--- src/rtl/logic_unit_pkg.sv ---
// Shared constants for the bitwise logic unit: truth-table encodings and reset table.
// A truth table is indexed by {a, b}, so bit 3 is the a=1,b=1 result.
package logic_unit_pkg;

  localparam logic [3:0] FUNC_OR   = 4'b1110;
  localparam logic [3:0] FUNC_XOR  = 4'b0110;
  localparam logic [3:0] FUNC_AND  = 4'b1000;
  localparam logic [3:0] FUNC_NAND = 4'b0111;
  localparam logic [3:0] FUNC_ZERO = 4'b0000;

  function automatic logic [3:0] reset_func(input int idx);
    case (idx)
      0:       return FUNC_OR;
      1:       return FUNC_XOR;
      2:       return FUNC_AND;
      default: return FUNC_ZERO;
    endcase
  endfunction

endpackage

--- src/rtl/logic_unit_stage.sv ---
// Single valid/ready register slice with full throughput.
// It accepts a new beat whenever it is empty or its current beat leaves this cycle.
module logic_unit_stage #(
  parameter int WIDTH = 8
) (
  input  logic             clk,
  input  logic             rst_n,
  input  logic             in_valid,
  output logic             in_ready,
  input  logic [WIDTH-1:0] in_data,
  output logic             out_valid,
  input  logic             out_ready,
  output logic [WIDTH-1:0] out_data
);

  logic             valid_q;
  logic [WIDTH-1:0] data_q;

  assign in_ready  = !valid_q || out_ready;
  assign out_valid = valid_q;
  assign out_data  = data_q;

  // Data holds while stalled; a bubble clears valid but leaves stale data untouched.
  always_ff @(posedge clk or negedge rst_n) begin
    if (!rst_n) begin
      valid_q <= 1'b0;
      data_q  <= '0;
    end else if (in_ready) begin
      valid_q <= in_valid;
      if (in_valid) data_q <= in_data;
    end
  end

endmodule

--- src/rtl/logic_unit_pipe.sv ---
// Two-stage elastic bitwise logic unit with a programmable truth-table file.
// S1 captures operands plus the selected truth table; S2 registers the result.
module logic_unit_pipe
  import logic_unit_pkg::*;
#(
  parameter int WIDTH = 8,
  parameter int DEPTH = 4,
  localparam int SEL_W = $clog2(DEPTH)
) (
  input  logic             clk,
  input  logic             rst_n,
  input  logic             cfg_we,
  input  logic [SEL_W-1:0] cfg_addr,
  input  logic [3:0]       cfg_func,
  input  logic             clr_cnt,
  input  logic             in_valid,
  output logic             in_ready,
  input  logic [WIDTH-1:0] in_a,
  input  logic [WIDTH-1:0] in_b,
  input  logic [SEL_W-1:0] in_sel,
  output logic             out_valid,
  input  logic             out_ready,
  output logic [WIDTH-1:0] out_data,
  output logic             out_zero,
  output logic             out_err,
  output logic [15:0]      op_count
);

  localparam int S1_W = 2 * WIDTH + 5;
  localparam int S2_W = WIDTH + 2;

  logic [3:0]       func_tbl [DEPTH];
  logic             sel_ok;
  logic [3:0]       sel_func;
  logic             s1_in_ready;
  logic             s1_valid;
  logic             s2_in_ready;
  logic [S1_W-1:0]  s1_in;
  logic [S1_W-1:0]  s1_out;
  logic             s1_err;
  logic [3:0]       s1_func;
  logic [WIDTH-1:0] s1_a;
  logic [WIDTH-1:0] s1_b;
  logic [WIDTH-1:0] result;
  logic [S2_W-1:0]  s2_in;
  logic [S2_W-1:0]  s2_out;

  // Captured into S1 at acceptance, so a same-edge table write only affects later beats.
  always_comb begin
    sel_ok   = (int'(in_sel) < DEPTH);
    sel_func = FUNC_ZERO;
    if (sel_ok) sel_func = func_tbl[in_sel];
  end

  always_ff @(posedge clk or negedge rst_n) begin
    if (!rst_n) begin
      for (int i = 0; i < DEPTH; i++) func_tbl[i] <= reset_func(i);
    end else if (cfg_we && (int'(cfg_addr) < DEPTH)) begin
      func_tbl[cfg_addr] <= cfg_func;
    end
  end

  assign s1_in    = {!sel_ok, sel_func, in_a, in_b};
  assign in_ready = rst_n && s1_in_ready;

  logic_unit_stage #(.WIDTH(S1_W)) u_s1 (
    .clk       (clk),
    .rst_n     (rst_n),
    .in_valid  (in_valid),
    .in_ready  (s1_in_ready),
    .in_data   (s1_in),
    .out_valid (s1_valid),
    .out_ready (s2_in_ready),
    .out_data  (s1_out)
  );

  always_comb begin
    {s1_err, s1_func, s1_a, s1_b} = s1_out;
    result = '0;
    for (int i = 0; i < WIDTH; i++) result[i] = s1_func[{s1_a[i], s1_b[i]}];
  end

  assign s2_in = {s1_err, ~|result, result};

  logic_unit_stage #(.WIDTH(S2_W)) u_s2 (
    .clk       (clk),
    .rst_n     (rst_n),
    .in_valid  (s1_valid),
    .in_ready  (s2_in_ready),
    .in_data   (s2_in),
    .out_valid (out_valid),
    .out_ready (out_ready),
    .out_data  (s2_out)
  );

  assign {out_err, out_zero, out_data} = s2_out;

  // Clear wins over a simultaneous handshake; otherwise count up and stick at all-ones.
  always_ff @(posedge clk or negedge rst_n) begin
    if (!rst_n) begin
      op_count <= '0;
    end else if (clr_cnt) begin
      op_count <= '0;
    end else if (out_valid && out_ready && (op_count != 16'hFFFF)) begin
      op_count <= op_count + 16'd1;
    end
  end

endmodule

--- config.mk ---
export PLATFORM = sky130hd
export DESIGN_NAME = logic_unit_pipe
export DESIGN_NICKNAME = d
export VERILOG_FILES = /design/src/rtl/logic_unit_pkg.sv /design/src/rtl/logic_unit_stage.sv /design/src/rtl/logic_unit_pipe.sv
export SDC_FILE = /design/constraint.sdc
export NUM_CORES = 1
export LEC_CHECK = 0
export ABC_AREA = 1
export CAP_MARGIN = 20
export CORE_ASPECT_RATIO = 1.4
export CORE_MARGIN = 1
export CORE_UTILIZATION = 45
export CTS_CLUSTER_DIAMETER = 30
export DETAILED_ROUTE_END_ITERATION = 8
export PLACE_DENSITY = 0.7
export SYNTH_ARGS = -nofsm -noshare
export SYNTH_HDL_FRONTEND = slang
export SYNTH_SLANG_ARGS = --single-unit
--- constraint.sdc ---
create_clock -name clk -period 2.6 [get_ports clk]
set_clock_uncertainty 0.15 [all_clocks]
set_input_delay 0.52 -clock clk [delete_from_list [all_inputs] [get_ports clk]]
set_output_delay 0.52 -clock clk [all_outputs]
set_load 0.01 [all_outputs]
==> metrics.txt, run 1 <==
drt wl/cell=12.18 um; CP arrival=1.79 ns; Slew Limit Fails=0; Final Hold Viols=0; minimum clock period after layout=2.465 ns; FMAX=405.7 MHz; vias in the first global route=2742; Design Power=0.002822 W; Critical Path End Type=output port; cts hold-fix bufs=0; met3 Use GR=2.761%; Rel. slew slack=47.84%; DRT iter0 DRCs=129; Vias=2940; count leader, synth=nand2_1; FF-to-FF Start=op_count[0]; pin count of the biggest net entering global routing=64; H-tree Lvls=3; post-cts resize count=0; DRT antenna net count=0; clock-pin slew on the worst setup and hold paths=0.07 ns; routability cong.=0.8155; die width=73.33 um; Syn Area/Cell=7.285 sq um; clk sink count=63; RSZ-0062 raised after global routing=no; CTS buffer count=9; Clk network pwr share=37.0%; area grow syn2layout=27.05%; drt total wl=7.259 mm; GRT Overall Usage=21.40%; global-route wire length before repair=12.23 mm; most frequent cells after synthesis=nand2_1 (168), dfrtp_1 (57), o21ai_0 (51); buffers added on ports=56; Global Route met2 Usage=36.25%; CTS Root Cell=clkbuf_8; global-route met1 utilization=26.86%; fraction of layout cells with a size suffix above 1=5.988%; setup bufs post-CTS=0; # Max-Cap Violations=0; crit path from=out_ready; Setup Crit Path Kind=primary input to output port; Max clock buf depth=2; Post-synth ARST share=100.0%; Final Setup Violations=0; Yosys top cell area share=44.50%; grt peak-use layer=met2; Starting Density=46.21%; critical path required time=1.93 ns; hold slack=0.2289 ns; PD cells=692.8 mW/mm^2; CTS tree=built; Post-synth EDFFs=0; Final period util=94.80%; switching share of power=27.57%; setup TNS=0 ns; Layout fillers=692; Synthesized Nets=471; Syn Inst Count=440; Die Ht=101.9 um; HPWL Detailed=5.164 mm; Synth Flop Type=dfrtp_1; mapped cell area=0.003206 sq mm; Max FO, Critical Path=3; IO Pins=58; fin nets=527; sequential share of power=44.2%; outcome=finished clean; Yosys warnings=0; Net Sw Power=0.0007779 W; grt total ovfl=0; largest area contributor in the netlist=dfrtp_1; die area=0.007470 sq mm; maximum vdd drop=0.4226 mV; leak pwr=1.949 nW; drc violations=0; core area=0.006937 sq mm; DR vias/cell=4.933; Pint=0.002044 W; TritonRoute pass-1 iters=5; Clock Latency Late Sink=0.34 ns; worst hold path type=primary input to asynchronous set/reset pin; nature of the critical path startpoint=primary input; post-synth cell types=24; actual transition at the worst max-transition pin=0.7823 ns; combinational group share of total power=18.8%; post-synthesis register bit count=63; post-synthesis sequential area ratio=49.41%; antenna violations before repair=0; top cells by area, synth=dfrtp_1 (44%), nand2_1 (20%), o21ai_0 (8.0%); # diodes=0; Rows=36
state kept, by name, summed over array words and instances, names as in the netlist:
name,flops
op_count,16
u_s2.out_data,9
u_s1.out_valid,1
u_s2.out_valid,1
u_s1.out_data,20
func_tbl,16
power by group through the flow:
stage	clock (W)	combinational [W]	sequential, W
6_report	0.00104	0.000531	0.00125
3_5_place_dp	0	0.000533	0.00127
4_1_cts	0.00107	0.000536	0.00125
2_1_floorplan	0	0.000304	0.00124
5_1_grt	0.00110	0.000614	0.00127
3_3_place_gp	0	0.000519	0.00126
per-layer routing:
metal / up-vias / part of all wire, %
met5: - / 0
met4: 0 / 2.1
met3: 14 / 4.0
met2: 68 / 50
met1: 1361 / 44
li1: 1497 / -
cells by family (layout without fill, tap and decap cells):
family	Yosys count	in the layout	synth area share (%)
simple gates	253	253	31.85
buf+inv	54	115	6.831
other cells	1	1	0.1170
flops	63	63	49.41
xor+xnor	4	4	1.093
compound gates	64	64	10.30
fa+ha+maj	1	1	0.3903
final cells by class:
class                   count  area, sq um  share of cell area [%]
flip-flops and latches     63         1584                   38.89
multi-input cells         323         1403                   34.44
repair buffers             57        563.0                   13.82
inverters                  42        157.7                   3.871
clock buffers              11        141.4                   3.472
well taps                  95        118.9                   2.919
clock inverters             5        105.1                   2.581
cells in the final DEF, fill, tap and decap left out, types with 2 or more instances in the layout:
master,Yosys,routed
nand3_1,29,29
dfstp_2,6,6
nor2_4,2,2
clkbuf_8,0,10
o21ai_0,51,51
bufinv_16,0,3
xor2_1,3,3
inv_1,41,41
nand2_1,168,168
nor2_2,3,3
a31oi_1,4,4
clkdlybuf4s50_1,0,55
nand4_1,4,4
clkinvlp_4,0,2
nor2_1,46,46
a21oi_1,7,7
dfrtp_1,57,57
critical path, stage by stage:
cell and delay, ns:
clkdlybuf4s50_1 0.48, inv_1 0.07, nand3_1 0.10, nand2_1 0.06, inv_1 0.04, clkdlybuf4s50_1 0.52
path summary, 6_finish.rpt:
kind / endpoint / slack, ns / cells after the start
hold reg to reg: u_s2.out_data[0] / 0.33 / 2
setup reg to reg: op_count[2] / 0.73 / 9
hold / removal: op_count[12] / 0.23 / 2
min in group clk: u_s2.out_data[0] / 0.33 / 2
max in group asynchronous: func_tbl[4] / 1.56 / 2
setup / recovery: in_ready / 0.14 / 6
through the flow:
step / setup WS (ns) / instance area [sq um] / util (%) / std cells
2_1_floorplan: 0.9292 / 3206 / - / 440
5_1_grt: 0.06364 / 4073 / 58.71 / 596
3_3_place_gp: 0.1607 / 3826 / 55.16 / 580
6_report: 0.1352 / 4073 / 58.71 / 596
3_5_place_dp: 0.1343 / 3826 / 55.16 / 580
4_1_cts: 0.1252 / 4073 / 58.71 / 596
Power figures use the tool's default switching activity.
==> run 2, diff against run 1 <==
--- a/config.mk
+++ b/config.mk
@@ -10,9 +10,11 @@
 export CORE_ASPECT_RATIO = 1.4
 export CORE_MARGIN = 1
 export CORE_UTILIZATION = 45
-export CTS_CLUSTER_DIAMETER = 30
+export CTS_CLUSTER_DIAMETER = 40
 export DETAILED_ROUTE_END_ITERATION = 8
 export PLACE_DENSITY = 0.7
+export RECOVER_POWER = 50
+export SKIP_LAST_GASP = 1
 export SYNTH_ARGS = -nofsm -noshare
 export SYNTH_HDL_FRONTEND = slang
 export SYNTH_SLANG_ARGS = --single-unit
==> metrics.txt, run 2 (synthesized netlist as in run 1, its figures left out) <==
Die Ht=101.9 um (unchanged); buffers added on ports=56 (unchanged); Rel. slew slack=-2.595% (-50 points); Max clock buf depth=2 (unchanged); critical path required time=1.93 ns (about the same); IO Pins=58 (unchanged); crit path from=out_ready; commonest non-fill, non-tap cell in the layout=nand2_1; antenna violations before repair=0 (unchanged); global-route wire length before repair=12.23 mm (unchanged); Final period util=94.77% (about the same); post-cts resize count=0 (unchanged); cts hold-fix bufs=0 (unchanged); Rows=36 (unchanged); DRT iter0 DRCs=129 (unchanged); nature of the critical path startpoint=primary input; R2R setup slack=0.73 ns (about the same); grt total ovfl=0 (unchanged); cells along the critical path=clkdlybuf4s50_1 -> inv_1 -> nand3_1 -> nand2_1 -> inv_1 -> clkdlybuf4s50_1; drc violations=0 (unchanged); HPWL Detailed=5.164 mm (unchanged); Max FO, Critical Path=3 (unchanged); setup bufs post-CTS=0 (unchanged); most frequent cells in the layout=nand2_1 (168), dfrtp_1 (57), clkdlybuf4s50_1 (54), o21ai_0 (51), nor2_1 (46); leak pwr=1.946 nW (-0.16%); FMAX=405.8 MHz (about the same); TritonRoute pass-1 iters=5 (unchanged); maximum vdd drop=0.4225 mV (about the same); drt wl/cell=12.18 um (about the same); outcome=complete, but fails checks; Vias=2942 (+0.068%); R2R Path End=op_count[2]; GRT Overall Usage=21.40% (unchanged); worst hold path type=flip-flop to flip-flop; max reg flops=20 (unchanged); Final Hold Viols=0 (unchanged); Starting Density=46.21% (unchanged); Critical Path Sink=in_ready; # Max-Cap Violations=1 (+1); pin count of the biggest net entering global routing=64 (unchanged); CP max stage cell=clkdlybuf4s50_1; Crit path depth=6 (unchanged); actual transition at the worst max-transition pin=1.539 ns (+0.7566 ns); PD cells=693.8 mW/mm^2 (+0.14%); setup TNS=0 ns (unchanged); failing checks=max-capacitance violations, max-slew violations; DRT antenna net count=0 (unchanged); Clock Latency Late Sink=0.35 ns (about the same); DP Area=0.003826 sq mm (unchanged); Layout fillers=694 (+0.29%); minimum clock period after layout=2.464 ns (-0.0006840 ns); vias in the first global route=2742 (unchanged); clock-pin slew on the worst setup and hold paths=0.07 ns (about the same); worst-case reg-to-reg path depth=9 (unchanged); CTS buffer count=9 (unchanged); Critical Path End Type=output port; RSZ-0062 raised after global routing=no; fin nets=527 (unchanged); worst path bufs/invs=4 (unchanged); # diodes=0 (unchanged); die width=73.33 um (unchanged); slowest stage delay, CP=0.52 ns (about the same); Setup Crit Path Kind=primary input to output port; CP arrival=1.79 ns (about the same); routability cong.=0.8155 (unchanged); CTS Root Cell=clkbuf_8; drt total wl=7.258 mm (about the same); DR vias/cell=4.936 (about the same); area grow syn2layout=26.93% (about the same); FF-to-FF Start=op_count[0]; fraction of layout cells with a size suffix above 1=5.788% (-0.20 points); clk sink count=63 (unchanged); CTS tree=built; die area=0.007470 sq mm (unchanged); Slew Limit Fails=64 (+64); Final Cell Area=0.004069 sq mm (about the same); Worst path top cell family by delay=buffers and inverters; core area=0.006937 sq mm (unchanged); Final Setup Violations=0 (unchanged); H-tree Lvls=3 (unchanged)
## run 2: worst min path at each step
stage	slack, ns	cells after the start	to	from
3_3_place_gp	0.31	2	u_s2.out_valid	u_s1.out_valid
6_report	0.33	2	u_s2.out_data[0]	u_s2.out_data[0]
5_1_grt	0.36	2	u_s2.out_data[0]	u_s2.out_data[0]
3_5_place_dp	0.32	2	u_s2.out_data[0]	u_s2.out_data[0]
4_1_cts	0.27	2	op_count[11]	rst_n
2_1_floorplan	0.07	0	func_tbl[0]	rst_n
## run 2: final cells by class
| cell class | count | area [sq um] | area share [%] |
|---|---|---|---|
| clock buffer | 11 | 141.4 | 3.475 |
| clock inverter | 5 | 105.1 | 2.583 |
| inverter | 42 | 157.7 | 3.875 |
| multi-input combinational | 323 | 1403 | 34.47 |
| sequential | 63 | 1584 | 38.93 |
| tap | 95 | 118.9 | 2.921 |
| timing repair buffer | 57 | 559.3 | 13.75 |
## run 2: metal layers
layer	GRT usage, %	part of all wire [%]	vias to the layer above
met4	10.50	2.2	0
met3	2.761	4.4	16
met5	0	0	-
met1	26.86	44	1357
met2	36.25	50	72
li1	-	-	1497
## run 2: worst min-delay path: cells and delay by family (launching register included)
family | cells | cell delay [ns]
DFF | 1 | 0.35
and+or+nand+nor | 2 | 0.10
## run 2: where the power goes
group	switching [W]	internal (W)	total [W]
combinational	0.000282	0.000247	0.000530
sequential	0.000114	0.00113	0.00125
clock	0.000384	0.000663	0.00105
total	0.000780	0.00204	0.00282
## run 2: per-stage QoR
stage	cells	utilization, %	power (W)	hold WS [ns]	setup slack [ns]
detailed placement	580	55.16	0.001798	0.3182	0.1343
global route	596	58.66	0.002984	0.3564	0.06364
global placement	580	55.16	0.001778	0.3078	0.1607
finish	596	58.66	0.002823	0.3318	0.1359
CTS	596	58.71	0.002852	0.2673	0.1252
floorplan	440	-	0.001544	0.07441	0.9292
==> run 3, diff against run 2 <==
--- a/config.mk
+++ b/config.mk
@@ -9,10 +9,10 @@
 export CAP_MARGIN = 20
 export CORE_ASPECT_RATIO = 1.4
 export CORE_MARGIN = 1
-export CORE_UTILIZATION = 45
+export CORE_UTILIZATION = 50
 export CTS_CLUSTER_DIAMETER = 40
 export DETAILED_ROUTE_END_ITERATION = 8
-export PLACE_DENSITY = 0.7
+export PLACE_DENSITY = 0.77
 export RECOVER_POWER = 50
 export SKIP_LAST_GASP = 1
 export SYNTH_ARGS = -nofsm -noshare
==> metrics.txt, run 3 (synthesized netlist as in run 1, its figures left out) <==
R2R setup slack=0.79 ns (+0.06 ns); DR vias/cell=5.127 (+3.9%); most frequent cells in the layout=nand2_1 (168), dfrtp_1 (57), clkdlybuf4s50_1 (54), o21ai_0 (51), nor2_1 (46); # diodes=0 (unchanged); CTS tree=built; DP Worst Slack=0.1352 ns (+0.0009100 ns); Vias=2943 (+0.034%); H-tree Lvls=3 (unchanged); CTS Root Cell=clkbuf_8; DRT antenna net count=0 (unchanged); Setup Crit Path Kind=primary input to output port; fraction of layout cells with a size suffix above 1=5.777% (-0.012 points); R2R Path End=op_count[1]; drt wl/cell=12.13 um (-0.42%); IO Pins=58 (unchanged); HPWL Detailed=5.038 mm (-2.4%); Die Ht=96.74 um (-5.0%); Final Setup Violations=0 (unchanged); critical path required time=1.93 ns (about the same); GRT Overall Usage=22.65% (+1.2 points); TritonRoute pass-1 iters=4 (-1); clock-pin slew on the worst setup and hold paths=0.07 ns (about the same); Critical Path End Type=output port; Final period util=94.94% (+0.17 points); vias in the first global route=2806 (+2.3%); grt total ovfl=0 (unchanged); die width=69.67 um (-5.0%); Max FO, Critical Path=3 (unchanged); FF-to-FF Start=op_count[0]; PD cells=658.3 mW/mm^2 (-5.1%); post-cts resize count=0 (unchanged); setup bufs post-CTS=0 (unchanged); core area=0.006211 sq mm (-10%); antenna violations before repair=0 (unchanged); outcome=finished clean; fin nets=528 (+0.19%); area grow syn2layout=24.71%; nature of the critical path startpoint=primary input; drt total wl=6.961 mm (-4.1%); commonest non-fill, non-tap cell in the layout=nand2_1; die area=0.006740 sq mm (-9.8%); # Max-Cap Violations=0 (-1); CP max stage cell=clkdlybuf4s50_1; Slew Limit Fails=0 (-100%); max reg flops=20 (unchanged); worst-case reg-to-reg path depth=9 (unchanged); DRT iter0 DRCs=169 (+31%); Starting Density=51.61% (+5.4 points); routability cong.=0.8526 (+4.5%); actual transition at the worst max-transition pin=1.479 ns (-0.06022 ns); hold wc startpoint=func_tbl[11]; Clock Latency Late Sink=0.35 ns (about the same); CP arrival=1.80 ns (about the same); drc violations=0 (unchanged); RSZ-0062 raised after global routing=no; Max clock buf depth=2 (unchanged); worst hold path type=flip-flop to flip-flop; Final WS setup=0.1316 ns (-0.004343 ns); cts hold-fix bufs=0 (unchanged); pin count of the biggest net entering global routing=64 (unchanged); Worst Hold End=func_tbl[11]; buffers added on ports=56 (unchanged); cells along the critical path=clkdlybuf4s50_1 -> inv_1 -> nand3_1 -> nand2_1 -> inv_1 -> clkdlybuf4s50_1; Rel. slew slack=1.419% (+4.0 points); slowest stage delay, CP=0.52 ns (about the same); FMAX=405.1 MHz (-0.18%); hold path cells=2 (unchanged); setup TNS=0 ns (unchanged); minimum clock period after layout=2.468 ns (+0.004343 ns); Final Hold Viols=0 (unchanged); leak pwr=1.937 nW (-0.43%); Rows=34 (-5.6%); maximum vdd drop=0.3892 mV (-7.9%); clk sink count=63 (unchanged); global-route wire length before repair=12.16 mm (-0.51%); CTS buffer count=9 (unchanged)
==> run 3: cell count changes in the layout (fill, tap and decap cells not counted), sizes merged <==
| cell | before | now |
|---|---|---|
| clkinvlp | 2 | 0 |
| bufinv | 3 | 1 |
| clkbuf | 13 | 15 |
| clkinv | 0 | 3 |
==> run 3: worst max-delay path by stage <==
stage	end	cells after the start	startpoint	slack [ns]
after global placement	in_ready	6	out_ready	0.16
after detailed placement	in_ready	6	out_ready	0.14
after global routing	in_ready	6	out_ready	0.05
after CTS	in_ready	6	out_ready	0.13
final	in_ready	6	out_ready	0.13
after floorplan	op_count[13]	10	op_count[0]	0.93
==> run 3: metrics by stage <==
stage	utilization, %	area [sq um]	power, W	std cells	hold WS [ns]
floorplan	-	3206	0.001544	440	0.07441
global placement	61.26	3805	0.001774	558	0.3096
detailed placement	61.26	3805	0.001797	558	0.3239
CTS	64.48	4005	0.002652	574	0.2646
global route	64.36	3998	0.002785	574	0.3587
finish	64.36	3998	0.002632	574	0.3358
==> run 3: cell type report <==
class	instances	area, sq um
Fill cell	569	2213
Sequential cell	63	1584
Multi-Input combinational cell	323	1403
Timing Repair Buffer	58	563.0
Inverter	42	157.7
Clock buffer	12	155.1
Tap cell	72	90.09
Clock inverter	4	45.04
==> run 3: critical path, delay by kind of cell <==
| kind | cells | cell delay (ns) |
|---|---|---|
| buffers and inverters | 4 | 1.11 |
| AND/OR/NAND/NOR | 2 | 0.18 |
==> run 3: per-layer routing <==
metal	wire (um)	share of wire, %	GRT usage (%)
met5	0	0	0
met4	218	3.1	13.38
met3	287	4.1	3.542
met2	3500	50	37.94
met1	2954	42	27.32
==> run 3: power breakdown <==
| part | total (W) | switching, W | internal (W) |
|---|---|---|---|
| combinational | 0.000527 | 0.000279 | 0.000248 |
| clock | 0.000857 | 0.000367 | 0.000490 |
| sequential | 0.00125 | 0.000115 | 0.00113 |
| total | 0.00263 | 0.000761 | 0.00187 |
